==> src/rtl/multicycle_control_fsm_pkg.sv <==
// rtl/multicycle_control_fsm_pkg.sv - shared encodings for the multicycle MIPS control sequencer
package multicycle_control_fsm_pkg;

  typedef enum logic [3:0] {
    S_FETCH   = 4'd0,
    S_DECODE  = 4'd1,
    S_MEMADR  = 4'd2,
    S_MEMRD   = 4'd3,
    S_MEMWB   = 4'd4,
    S_MEMWR   = 4'd5,
    S_EXEC    = 4'd6,
    S_RWB     = 4'd7,
    S_BRANCH  = 4'd8,
    S_JUMP    = 4'd9,
    S_ADDI_EX = 4'd10,
    S_ADDI_WB = 4'd11
  } state_t;

  localparam logic [5:0] OP_R    = 6'b000000;
  localparam logic [5:0] OP_LW   = 6'b100011;
  localparam logic [5:0] OP_SW   = 6'b101011;
  localparam logic [5:0] OP_BEQ  = 6'b000100;
  localparam logic [5:0] OP_J    = 6'b000010;
  localparam logic [5:0] OP_ADDI = 6'b001000;

  localparam logic [1:0] SRCB_REG      = 2'd0;
  localparam logic [1:0] SRCB_FOUR     = 2'd1;
  localparam logic [1:0] SRCB_SEXT     = 2'd2;
  localparam logic [1:0] SRCB_SEXT_SH2 = 2'd3;

  localparam logic [1:0] ALUOP_ADD   = 2'd0;
  localparam logic [1:0] ALUOP_SUB   = 2'd1;
  localparam logic [1:0] ALUOP_FUNCT = 2'd2;
  localparam logic [1:0] ALUOP_ADDI  = 2'd3;

  localparam logic [1:0] PCSRC_ALU    = 2'd0;
  localparam logic [1:0] PCSRC_ALUOUT = 2'd1;
  localparam logic [1:0] PCSRC_JUMP   = 2'd2;

  typedef struct packed {
    logic       pc_write;
    logic       pc_write_cond;
    logic       iord;
    logic       mem_read;
    logic       mem_write;
    logic       ir_write;
    logic       mem_to_reg;
    logic       reg_dst;
    logic       reg_write;
    logic       alu_src_a;
    logic [1:0] alu_src_b;
    logic [1:0] alu_op;
    logic [1:0] pc_source;
  } ctrl_t;

  // A store only retires once memory accepts the write.
  function automatic logic retires(input state_t s, input logic mem_ready);
    logic r;
    case (s)
      S_MEMWB, S_RWB, S_BRANCH, S_JUMP, S_ADDI_WB: r = 1'b1;
      S_MEMWR:                                     r = mem_ready;
      default:                                     r = 1'b0;
    endcase
    return r;
  endfunction

endpackage

==> src/rtl/control_decode_rom.sv <==
// rtl/control_decode_rom.sv - combinational state-to-control-vector map
module control_decode_rom
  import multicycle_control_fsm_pkg::*;
(
  input  state_t state,
  input  logic   mem_ready,
  output ctrl_t  ctrl
);

  always_comb begin
    ctrl = '0;
    case (state)
      S_FETCH: begin
        ctrl.mem_read  = 1'b1;
        ctrl.alu_src_b = SRCB_FOUR;
        ctrl.alu_op    = ALUOP_ADD;
        ctrl.pc_source = PCSRC_ALU;
        ctrl.ir_write  = mem_ready;
        ctrl.pc_write  = mem_ready;
      end
      S_DECODE: begin
        ctrl.alu_src_b = SRCB_SEXT_SH2;
        ctrl.alu_op    = ALUOP_ADD;
      end
      S_MEMADR: begin
        ctrl.alu_src_a = 1'b1;
        ctrl.alu_src_b = SRCB_SEXT;
        ctrl.alu_op    = ALUOP_ADD;
      end
      S_MEMRD: begin
        ctrl.mem_read = 1'b1;
        ctrl.iord     = 1'b1;
      end
      S_MEMWB: begin
        ctrl.reg_write  = 1'b1;
        ctrl.mem_to_reg = 1'b1;
      end
      S_MEMWR: begin
        ctrl.mem_write = 1'b1;
        ctrl.iord      = 1'b1;
      end
      S_EXEC: begin
        ctrl.alu_src_a = 1'b1;
        ctrl.alu_src_b = SRCB_REG;
        ctrl.alu_op    = ALUOP_FUNCT;
      end
      S_RWB: begin
        ctrl.reg_write = 1'b1;
        ctrl.reg_dst   = 1'b1;
      end
      S_BRANCH: begin
        ctrl.alu_src_a     = 1'b1;
        ctrl.alu_src_b     = SRCB_REG;
        ctrl.alu_op        = ALUOP_SUB;
        ctrl.pc_write_cond = 1'b1;
        ctrl.pc_source     = PCSRC_ALUOUT;
      end
      S_JUMP: begin
        ctrl.pc_write  = 1'b1;
        ctrl.pc_source = PCSRC_JUMP;
      end
      S_ADDI_EX: begin
        ctrl.alu_src_a = 1'b1;
        ctrl.alu_src_b = SRCB_SEXT;
        ctrl.alu_op    = ALUOP_ADDI;
      end
      S_ADDI_WB: begin
        ctrl.reg_write = 1'b1;
      end
      default: ctrl = '0;
    endcase
  end

endmodule

==> src/rtl/multicycle_control_fsm.sv <==
// rtl/multicycle_control_fsm.sv - multicycle MIPS control sequencer with retire/cycle counters
module multicycle_control_fsm
  import multicycle_control_fsm_pkg::*;
#(
  parameter int CNT_W = 32,
  parameter int OP_W  = 6
) (
  input  logic             clk,
  input  logic             reset,
  input  logic [OP_W-1:0]  opcode,
  input  logic             mem_ready,
  output logic             PCWrite,
  output logic             PCWriteCond,
  output logic             IorD,
  output logic             MemRead,
  output logic             MemWrite,
  output logic             IRWrite,
  output logic             MemtoReg,
  output logic             RegDst,
  output logic             RegWrite,
  output logic             ALUSrcA,
  output logic [1:0]       ALUSrcB,
  output logic [1:0]       ALUOp,
  output logic [1:0]       PCSource,
  output logic [3:0]       state_o,
  output logic             illegal_op,
  output logic [CNT_W-1:0] instr_retired,
  output logic [CNT_W-1:0] cycle_count
);

  state_t state;
  logic   is_store;
  ctrl_t  rom_ctrl;
  ctrl_t  ctrl;

  control_decode_rom u_rom (
    .state     (state),
    .mem_ready (mem_ready),
    .ctrl      (rom_ctrl)
  );

  // Reset overrides the decode so nothing leaks out of an abandoned instruction.
  assign ctrl = reset ? '0 : rom_ctrl;

  assign PCWrite     = ctrl.pc_write;
  assign PCWriteCond = ctrl.pc_write_cond;
  assign IorD        = ctrl.iord;
  assign MemRead     = ctrl.mem_read;
  assign MemWrite    = ctrl.mem_write;
  assign IRWrite     = ctrl.ir_write;
  assign MemtoReg    = ctrl.mem_to_reg;
  assign RegDst      = ctrl.reg_dst;
  assign RegWrite    = ctrl.reg_write;
  assign ALUSrcA     = ctrl.alu_src_a;
  assign ALUSrcB     = ctrl.alu_src_b;
  assign ALUOp       = ctrl.alu_op;
  assign PCSource    = ctrl.pc_source;
  assign state_o     = state;

  always_ff @(posedge clk) begin
    if (reset) begin
      state         <= S_FETCH;
      is_store      <= 1'b0;
      illegal_op    <= 1'b0;
      instr_retired <= '0;
      cycle_count   <= '0;
    end else begin
      cycle_count <= cycle_count + 1'b1;
      if (retires(state, mem_ready))
        instr_retired <= instr_retired + 1'b1;

      case (state)
        S_FETCH:   if (mem_ready) state <= S_DECODE;
        S_DECODE: begin
          // The opcode is only trusted here; MEMADR uses the latched lw/sw choice.
          is_store <= (opcode == OP_SW);
          case (opcode)
            OP_LW, OP_SW: state <= S_MEMADR;
            OP_R:         state <= S_EXEC;
            OP_BEQ:       state <= S_BRANCH;
            OP_J:         state <= S_JUMP;
            OP_ADDI:      state <= S_ADDI_EX;
            default: begin
              state      <= S_FETCH;
              illegal_op <= 1'b1;
            end
          endcase
        end
        S_MEMADR:  state <= is_store ? S_MEMWR : S_MEMRD;
        S_MEMRD:   if (mem_ready) state <= S_MEMWB;
        S_MEMWR:   if (mem_ready) state <= S_FETCH;
        S_EXEC:    state <= S_RWB;
        S_ADDI_EX: state <= S_ADDI_WB;
        default:   state <= S_FETCH;
      endcase
    end
  end

endmodule
==> config.mk <==
export PLATFORM = sky130hd
export DESIGN_NAME = multicycle_control_fsm
export DESIGN_NICKNAME = d
export VERILOG_FILES = /design/src/rtl/multicycle_control_fsm_pkg.sv /design/src/rtl/control_decode_rom.sv /design/src/rtl/multicycle_control_fsm.sv
export SDC_FILE = /design/constraint.sdc
export NUM_CORES = 1
export LEC_CHECK = 0
export ABC_AREA = 1
export CORE_MARGIN = 2
export CORE_UTILIZATION = 37
export CTS_BUF_LIST = sky130_fd_sc_hd__clkbuf_16
export DETAILED_ROUTE_END_ITERATION = 12
export PLACE_DENSITY = 0.7
export SLEW_MARGIN = 20
export SYNTH_ARGS = -nofsm -noshare
export SYNTH_HDL_FRONTEND = slang
export SYNTH_SLANG_ARGS = --single-unit
==> constraint.sdc <==
create_clock -name clk -period 2.7 [get_ports clk]
set_clock_uncertainty 0.05 [all_clocks]
set_input_delay 0.405 -clock clk [delete_from_list [all_inputs] [get_ports clk]]
set_output_delay 0.405 -clock clk [all_outputs]
set_load 0.01 [all_outputs]
==> results of run 1 <==
==> Yosys cell counts <==
library cell    n
nor3b_1         1
nand4_1        14
nor2_1        140
and3_1          2
or2_2           2
clkinv_1        1
clkbuf_1        8
nor3_1         15
nand3_2         1
nand2_2         1
nand2_1       218
nor2_2          6
dfxtp_1        70
o21bai_1        1
nand3_1        34
buf_6           2
ha_1            2
inv_1          67
o31ai_1         1
a21oi_1        49
xor2_1          9
o21ai_0        20
and2_1          1
a31oi_1         2
xnor2_1         7
nand3b_1        5
buf_4           2
buf_2           4
nor3_2          1
==> state kept, by name, summed over array words and instances, names as in the netlist <==
register / count
is_store: 1
state_o: 4
illegal_op: 1
instr_retired: 32
cycle_count: 32
==> kinds of logic (layout without fill, tap and decap cells) <==
family                   Yosys count  in the layout  share of synthesized area, %
buffers and inverters             84            183                          8.36
AND/OR/NAND/NOR                  441            441                          44.3
adder cells (fa/ha/maj)            2              2                         0.610
AO/OA/AOI/OAI                     73             73                          9.10
XOR/XNOR                          16             16                          3.42
flip-flops                        70             70                          34.2
==> final cells by class <==
cell class,count,area (sq um),area share [%]
Multi-Input combinational cell,532,2360,43.3
Sequential cell,70,1400,25.7
Timing Repair Buffer,99,971,17.8
Inverter,68,255,4.68
Clock buffer,9,225,4.13
Tap cell,140,175,3.21
Clock inverter,7,65.1,1.19
==> power by group through the flow <==
stage / logic (W) / clock network, W / registers (W)
CTS: 0.000139 / 0.00119 / 0.00106
floorplan: 0.0000787 / 0 / 0.00108
detailed placement: 0.000139 / 0 / 0.00108
global route: 0.000155 / 0.00124 / 0.00106
global placement: 0.000137 / 0 / 0.00108
finish: 0.000139 / 0.00117 / 0.00106
==> how the worst max path moves through the flow <==
stage / start / endpoint / depth (start not counted)
floorplan: reset / PCSource[0] / 5
global placement: state_o[3] / ALUSrcB[1] / 6
detailed placement: state_o[3] / ALUSrcB[1] / 6
CTS: state_o[3] / ALUSrcB[1] / 6
global route: state_o[3] / ALUSrcB[1] / 6
finish: state_o[3] / ALUSrcB[1] / 6
==> routing by layer <==
layer / global-route usage (%) / wire length (um) / vias to the layer above / part of all wire [%]
met3: 3.59 / 717 / 18 / 6.2
met5: 0 / 0 / - / 0
met2: 31.8 / 5340 / 157 / 46
met4: 7.50 / 175 / 0 / 1.5
li1: - / - / 2347 / -
met1: 26.0 / 5310 / 2098 / 46
==> placed cells by master, fill, tap and decap left out, types with 3 or more instances in the layout <==
cell type | synthesis | routed
nand2_1 | 218 | 218
nor2_1 | 140 | 138
clkdlybuf4s50_1 | 0 | 92
dfxtp_1 | 70 | 70
inv_1 | 67 | 67
a21oi_1 | 49 | 49
nand3_1 | 34 | 34
o21ai_0 | 20 | 20
nor3_1 | 15 | 15
nand4_1 | 14 | 14
xor2_1 | 9 | 9
clkbuf_16 | 0 | 9
nor2_2 | 6 | 8
xnor2_1 | 7 | 7
buf_4 | 2 | 6
nand3b_1 | 5 | 5
clkinv_1 | 1 | 3
clkinvlp_4 | 0 | 3
==> metrics by stage <==
stage          area, sq um  utilization [%]  power (W)  instances
6_report              5450             50.3    0.00237        925
3_5_place_dp          5160             47.6    0.00122        909
2_1_floorplan         4100                -    0.00116        686
5_1_grt               5450             50.3    0.00246        925
3_3_place_gp          5160             47.6    0.00122        909
4_1_cts               5450             50.3    0.00238        925
==> flow_metrics.env, run 1 <==
export IMPL_yosys_area_top_type="dfxtp_1"
export IMPL_worstSetupPathType="flop to output port"
export IMPL_drt_wl_total_um=11500
export IMPL_postCtsResizedCells=0
export IMPL_rsz0062_at_grt="no"
export IMPL_path_buf_inv=2
export IMPL_p_leak_nw=1.81
export IMPL_grt_pass1_vias=4128
export IMPL_place_congestion=0.944
export IMPL_clkPwrFrac_pct=49.4
export IMPL_dp_hpwl_um=8680
export IMPL_ys_ff_latch=70
export IMPL_vias_per_cell=4.99
export IMPL_clock_path_buffers=2
export IMPL_period_share_pct=92.6
export IMPL_cp_slowest_cell="clkdlybuf4s50_1"
export IMPL_antenna_cells=0
export IMPL_cts_root_buf="clkbuf_16"
export IMPL_hold_class="input port to flop"
export IMPL_p_seq_share_pct=44.7
export IMPL_die_area_sq_um=11900
export IMPL_clk_pin_slew_ps=60
export IMPL_pwr_share_comb_pct=5.9
export IMPL_tightestPinTransition_ps=559
export IMPL_cts_htree_levels=3
export IMPL_crit_required_ps=2250
export IMPL_cts_tree="yes"
export IMPL_maxCapViolations=0
export IMPL_holdPathEnd="state_o[0]"
export IMPL_post_cts_buffers=0
export IMPL_clkLatencyLatePin_ps=330
export IMPL_swShare_pct=23.5
export IMPL_num_fill_cells=1144
export IMPL_fin_hold_ws_ps=346
export IMPL_cts_buffers=9
export IMPL_antenna_found_initial=0
export IMPL_r2r_end="instr_retired[6]"
export IMPL_syn_to_final_growth_pct=33.0
export IMPL_reg2reg_slack_ps=780
export IMPL_grt_pass1_wl_um=18800
export IMPL_finalCriticalPeriod_ps=2500
export IMPL_syn_nets=697
export IMPL_row_count=38
export IMPL_r2r_start="state_o[0]"
export IMPL_place_ws_ps=407
export IMPL_yosys_cell_types_count=29
export IMPL_synth_top_area_share_pct=34.2
export IMPL_finalHoldViolCount=0
export IMPL_timing_fmax_ghz=0.400
export IMPL_power_switching_w=0.000555
export IMPL_drive_gt1_share_pct=4.33
export IMPL_die_h_um=109
export IMPL_min_from="reset"
export IMPL_synth_yosys_seq_area_share_pct=34.2
export IMPL_num_vias=4620
export IMPL_die_w_um=109
export IMPL_status="completed"
export IMPL_drt_iter0_drc=257
export IMPL_setup_worst_path_end_class="output port"
export IMPL_slew_headroom_pct=62.5
export IMPL_finalNetCount=791
export IMPL_finalMaxSlewViolations=0
export IMPL_ir_drop_v=0.000287
export IMPL_fin_tns_setup_ps=0
export IMPL_worst_slack_ps=200
export IMPL_p_per_area_nw_per_um2=434
export IMPL_worstPathArrival_ps=2040
export IMPL_internal_power_w=0.00181
export IMPL_gr_total_overflow=0
export IMPL_cp_common_cell="nor2_2"
export IMPL_crit_path_cell_trace="nor2_2 > nand2_1 > nor2_2 > inv_1 > a31oi_1 > clkdlybuf4s50_1"
export IMPL_critPathMaxFanout=5
export IMPL_synthTopCellsByArea="dfxtp_1 34%, nand2_1 20%, nor2_1 13%, inv_1 6.1%, a21oi_1 6.0%"
export IMPL_wire_per_inst_um=12.5
export IMPL_pin_count=94
export IMPL_netlist_area_sq_um=4100
export IMPL_drc_errors=0
export IMPL_r2r_cells=10
export IMPL_core_area_sq_um=10800
export IMPL_cts_hold_buffers=0
export IMPL_whs_path_depth=2
export IMPL_syn_inst=686
export IMPL_initial_core_util_pct=37.8
export IMPL_first_pass_iters=5
export IMPL_yosysWarnings=0
export IMPL_slowest_delay_ps=570
export IMPL_port_buffer_count=93
export IMPL_cts_sinks=70
export IMPL_grtUsageTotal_pct=19.7
export IMPL_setup_viol=0
export IMPL_grt_max_degree=31
export IMPL_cp_start_kind="flop"
export IMPL_syn_area_per_cell_sq_um=5.98
export IMPL_postRouteAntennaNets=0
export IMPL_crit_family="buffers and inverters"
Note: power is estimated with default switching activity, not from simulation.
==> inputs of run 2 (changes only) <==
Settings changed: CORE_MARGIN 2 to 4.
==> run 2 against run 1 <==
Effect of this change:
- count of clock-buffer cells in the layout did not move
- critical path type unchanged
- clock power rose by 8%
- critical path depth did not move
- combinational power barely moved
==> flow_metrics.env, run 2 (synthesized netlist as in run 1, its figures left out) <==
export IMPL_status="completed"
export IMPL_cts_tree="yes"
export IMPL_drc_errors=0
export IMPL_swShare_pct=22.4
export IMPL_pwr_share_comb_pct=5.7
export IMPL_dp_hpwl_um=8660
export IMPL_place_congestion=0.941
export IMPL_ir_drop_v=0.000233
export IMPL_crit_required_ps=2250
export IMPL_vias_per_cell=4.93
export IMPL_grt_max_degree=42
export IMPL_timing_fmax_ghz=0.405
export IMPL_p_per_area_nw_per_um2=448
export IMPL_slew_headroom_pct=65.4
export IMPL_grtUsageTotal_pct=18.5
export IMPL_finalCriticalPeriod_ps=2470
export IMPL_final_common_cell="nand2_1"
export IMPL_grt_pass1_vias=4301
export IMPL_whs_path_depth=2
export IMPL_row_count=38
export IMPL_tightestPinTransition_ps=515
export IMPL_rsz0062_at_grt="no"
export IMPL_finalNetCount=789
export IMPL_clkPwrFrac_pct=51.3
export IMPL_p_seq_share_pct=43.1
export IMPL_worst_slack_ps=231
export IMPL_postRouteAntennaNets=0
export IMPL_die_w_um=113
export IMPL_r2r_cells=8
export IMPL_period_share_pct=91.4
export IMPL_syn_to_final_growth_pct=33.7
export IMPL_drive_gt1_share_pct=4.21
export IMPL_core_area_sq_um=10800
export IMPL_cts_buffers=9
export IMPL_clk_pin_slew_ps=60
export IMPL_clkLatencyLatePin_ps=330
export IMPL_finalMaxSlewViolations=0
export IMPL_gr_total_overflow=0
export IMPL_internal_power_w=0.00191
export IMPL_initial_core_util_pct=37.8
export IMPL_drt_wl_total_um=11600
export IMPL_finalHoldViolCount=0
export IMPL_antenna_found_initial=0
export IMPL_cp_start_kind="flop"
export IMPL_grt_pass1_wl_um=19800
export IMPL_num_vias=4551
export IMPL_cts_htree_levels=3
export IMPL_setup_viol=0
export IMPL_wire_per_inst_um=12.5
export IMPL_power_switching_w=0.000549
export IMPL_port_buffer_count=93
export IMPL_p_leak_nw=1.83
export IMPL_drt_iter0_drc=271
export IMPL_worstSetupPathType="flop to output port"
export IMPL_clock_path_buffers=2
export IMPL_postPlaceCellArea_sq_um=5150
export IMPL_hold_class="flop to flop"
export IMPL_die_h_um=113
export IMPL_place_ws_ps=397
export IMPL_setup_worst_path_end_class="output port"
export IMPL_die_area_sq_um=12800
export IMPL_cts_sinks=70
export IMPL_pin_count=94
export IMPL_cts_root_buf="clkbuf_16"
export IMPL_maxCapViolations=0
export IMPL_mostFrequentLayoutCells="218 x nand2_1, 138 x nor2_1, 92 x clkdlybuf4s50_1, 70 x dfxtp_1, 68 x inv_1"
export IMPL_fin_area_sq_um=5480
export IMPL_antenna_cells=0
export IMPL_fin_tns_setup_ps=0
export IMPL_first_pass_iters=5
export IMPL_cts_hold_buffers=0
export IMPL_critPathMaxFanout=5
export IMPL_worstPathArrival_ps=2010
## run 2: cell types whose count changed in the layout (fill, tap and decap cells not counted), sizes merged
cell,change
buf,-2
clkinvlp,-2
inv,+1
bufinv,+1
## run 2: final timing paths
check | startpoint | end | slack (ps)
max | state_o[3] | ALUSrcB[1] | 230
min | illegal_op | illegal_op | 420
max reg2reg | instr_retired[0] | instr_retired[24] | 750
min reg2reg | illegal_op | illegal_op | 420
## run 2: routing by layer
metal / wire [um] / vias up / GRT usage, %
li1: - / 2358 / -
met1: 5330 / 2060 / 24.4
met2: 5510 / 122 / 31.1
met3: 636 / 11 / 4.06
met4: 106 / 0 / 3.77
met5: 0 / - / 0
## run 2: area by class of cell
| cell class | count | area, sq um |
|---|---|---|
| clock buffers | 9 | 225 |
| clock inverters | 7 | 90.1 |
| fillers | 1105 | 5360 |
| inverters | 68 | 255 |
| multi-input cells | 532 | 2360 |
| flip-flops and latches | 70 | 1400 |
| well taps | 140 | 175 |
| repair buffers | 97 | 968 |
## run 2: through the flow
| step | instances | power (W) | hold WS (ps) | util (%) |
|---|---|---|---|---|
| after floorplan | 686 | 0.00116 | 424 | - |
| after CTS | 923 | 0.00248 | 421 | 50.5 |
| after global placement | 907 | 0.00122 | 403 | 47.6 |
| after global routing | 923 | 0.00254 | 464 | 50.6 |
| after detailed placement | 907 | 0.00122 | 409 | 47.6 |
| final | 923 | 0.00246 | 418 | 50.6 |
## run 2: worst max-delay path, cell delays in order, from the launching register on
cell	delay, ps
dfxtp_1	370
nor2_4	170
nand2_1	130
nor2_2	180
inv_1	110
a31oi_1	160
clkdlybuf4s50_1	570
## run 2: power groups by stage
stage / sequential (W) / combinational, W / clock, W
4_1_cts: 0.00106 / 0.000139 / 0.00128
6_report: 0.00106 / 0.000139 / 0.00126
3_3_place_gp: 0.00108 / 0.000137 / 0
2_1_floorplan: 0.00108 / 0.0000787 / 0
5_1_grt: 0.00106 / 0.000156 / 0.00133
3_5_place_dp: 0.00108 / 0.000139 / 0
## run 2: timing repair
action / 4_1_cts / 5_1_grt
gates resized for setup: 0 / 3
setup endpoints to repair: 0 / 1
buffers inserted: 0 / 0
==> inputs of run 3 (changes only) <==
Settings changed: CELL_PAD_IN_SITES_DETAIL_PLACEMENT set to 2, CELL_PAD_IN_SITES_GLOBAL_PLACEMENT set to 2, CORE_MARGIN 4 to unset, CORE_UTILIZATION 37 to 28, PLACE_DENSITY 0.7 to unset, PLACE_DENSITY_LB_ADDON set to 0.1.
==> run 3 against run 2 <==
Effect of this change:
- power is 0.78% higher
- final cell count is 4.6% higher
- via count is 4.0% higher
- critical path type unchanged
- largest power group unchanged
==> flow_metrics.env, run 3 (synthesized netlist as in run 1, its figures left out) <==
export IMPL_cp_start_kind="flop"
export IMPL_slowest_delay_ps=560
export IMPL_cts_tree="yes"
export IMPL_final_common_cell="nand2_1"
export IMPL_die_area_sq_um=15100
export IMPL_grt_pass1_vias=5107
export IMPL_die_h_um=123
export IMPL_cts_buffers=9
export IMPL_first_pass_iters=4
export IMPL_setup_viol=0
export IMPL_vias_per_cell=4.90
export IMPL_crit_required_ps=2250
export IMPL_die_w_um=123
export IMPL_p_per_area_nw_per_um2=447
export IMPL_finalNetCount=791
export IMPL_finalMaxSlewViolations=0
export IMPL_fin_tns_setup_ps=0
export IMPL_wire_per_inst_um=16.4
export IMPL_clk_pin_slew_ps=60
export IMPL_multi_input_area_sq_um=2370
export IMPL_gr_total_overflow=0
export IMPL_finalCriticalPeriod_ps=2520
export IMPL_drt_wl_total_um=15800
export IMPL_cts_sinks=70
export IMPL_drc_errors=0
export IMPL_grtUsageTotal_pct=22.0
export IMPL_clkLatencyLatePin_ps=340
export IMPL_period_share_pct=93.4
export IMPL_ir_drop_v=0.000328
export IMPL_setup_worst_path_end_class="output port"
export IMPL_grt_pass1_wl_um=25700
export IMPL_timing_fmax_ghz=0.397
export IMPL_cts_hold_buffers=0
export IMPL_pin_count=94
export IMPL_critPathMaxFanout=5
export IMPL_worstSetupPathType="flop to output port"
export IMPL_port_buffer_count=93
export IMPL_core_area_sq_um=14100
export IMPL_row_count=43
export IMPL_drt_iter0_drc=139
export IMPL_place_inst=949
export IMPL_hold_class="flop to flop"
export IMPL_register_area_sq_um=1400
export IMPL_cts_htree_levels=3
export IMPL_postRouteAntennaNets=0
export IMPL_mostFrequentLayoutCells="218 x nand2_1, 137 x nor2_1, 92 x clkdlybuf4s50_1, 70 x dfxtp_1, 69 x inv_1"
export IMPL_worstPathArrival_ps=2070
export IMPL_layout_cells_non_filler=965
export IMPL_antenna_found_initial=0
export IMPL_clock_path_buffers=2
export IMPL_syn_to_final_growth_pct=35.1
export IMPL_drive_gt1_share_pct=4.33
export IMPL_grt_max_degree=42
export IMPL_num_fill_cells=1750
export IMPL_antenna_cells=0
export IMPL_maxCapViolations=0
export IMPL_finalHoldViolCount=0
export IMPL_p_total_w=0.00247
export IMPL_cp_slowest_cell="clkdlybuf4s50_1"
export IMPL_reg2reg_slack_ps=670
export IMPL_status="completed"
export IMPL_slew_headroom_pct=63.0
export IMPL_crit_path_cell_trace="nor2_4 > nand2_1 > nor2_2 > inv_1 > a31oi_1 > clkdlybuf4s50_1"
export IMPL_cts_root_buf="clkbuf_16"
export IMPL_initial_core_util_pct=29.1
export IMPL_num_vias=4732
export IMPL_postLayoutCoreUtil_pct=39.3
export IMPL_rsz0062_at_grt="no"
export IMPL_place_congestion=0.848
export IMPL_dp_hpwl_um=12400
export IMPL_tightestPinTransition_ps=551
export IMPL_p_leak_nw=1.84
[run 3: worst paths after layout]
check,end,depth (start not counted),startpoint
setup / recovery,ALUSrcB[1],6,state_o[3]
hold / removal,illegal_op,2,illegal_op
setup reg to reg,instr_retired[22],8,instr_retired[0]
hold reg to reg,illegal_op,2,illegal_op
[run 3: worst max-delay path, delay by kind of cell (launching register included)]
family / cells / cell delay, ps
simple gates: 3 / 520
buf+inv: 2 / 680
flops: 1 / 370
compound gates: 1 / 150
[run 3: metrics by stage]
step | instance area (sq um) | hold WS (ps) | setup slack (ps)
2_1_floorplan | 4100 | 424 | 818
3_5_place_dp | 5220 | 409 | 225
4_1_cts | 5530 | 421 | 57.4
3_3_place_gp | 5220 | 398 | 374
6_report | 5540 | 416 | 178
5_1_grt | 5540 | 433 | 71.1
[run 3: final cells by class]
type | instances | area share [%]
flip-flops and latches | 70 | 25.3
clock inverters | 7 | 1.47
well taps | 180 | 4.07
multi-input cells | 532 | 42.7
inverters | 68 | 4.61
repair buffers | 99 | 17.8
clock buffers | 9 | 4.07
[run 3: report_power, final]
part / leakage [nW] / total (W) / switching, W / internal [W]
Combinational: 1.11 / 0.000152 / 0.0000907 / 0.0000611
Sequential: 0.565 / 0.00106 / 0.0000139 / 0.00104
Clock: 0.159 / 0.00127 / 0.000470 / 0.000796
Total: 1.84 / 0.00247 / 0.000574 / 0.00190
[run 3: timing repair]
item                       4_1_cts  5_1_grt
pin swaps                        0        0
cloned                           0        0
setup endpoints to repair        1        2
setup buffers                    0        0
gates resized for setup          2        2
[run 3: layer usage]
metal | global-route usage (%) | vias to the layer above | share of wire, %
li1 | - | 2353 | -
met1 | 26.4 | 2303 | 45
met2 | 40.1 | 62 | 52
met3 | 2.86 | 14 | 1.8
met4 | 7.45 | 0 | 1.6
met5 | 0 | - | 0
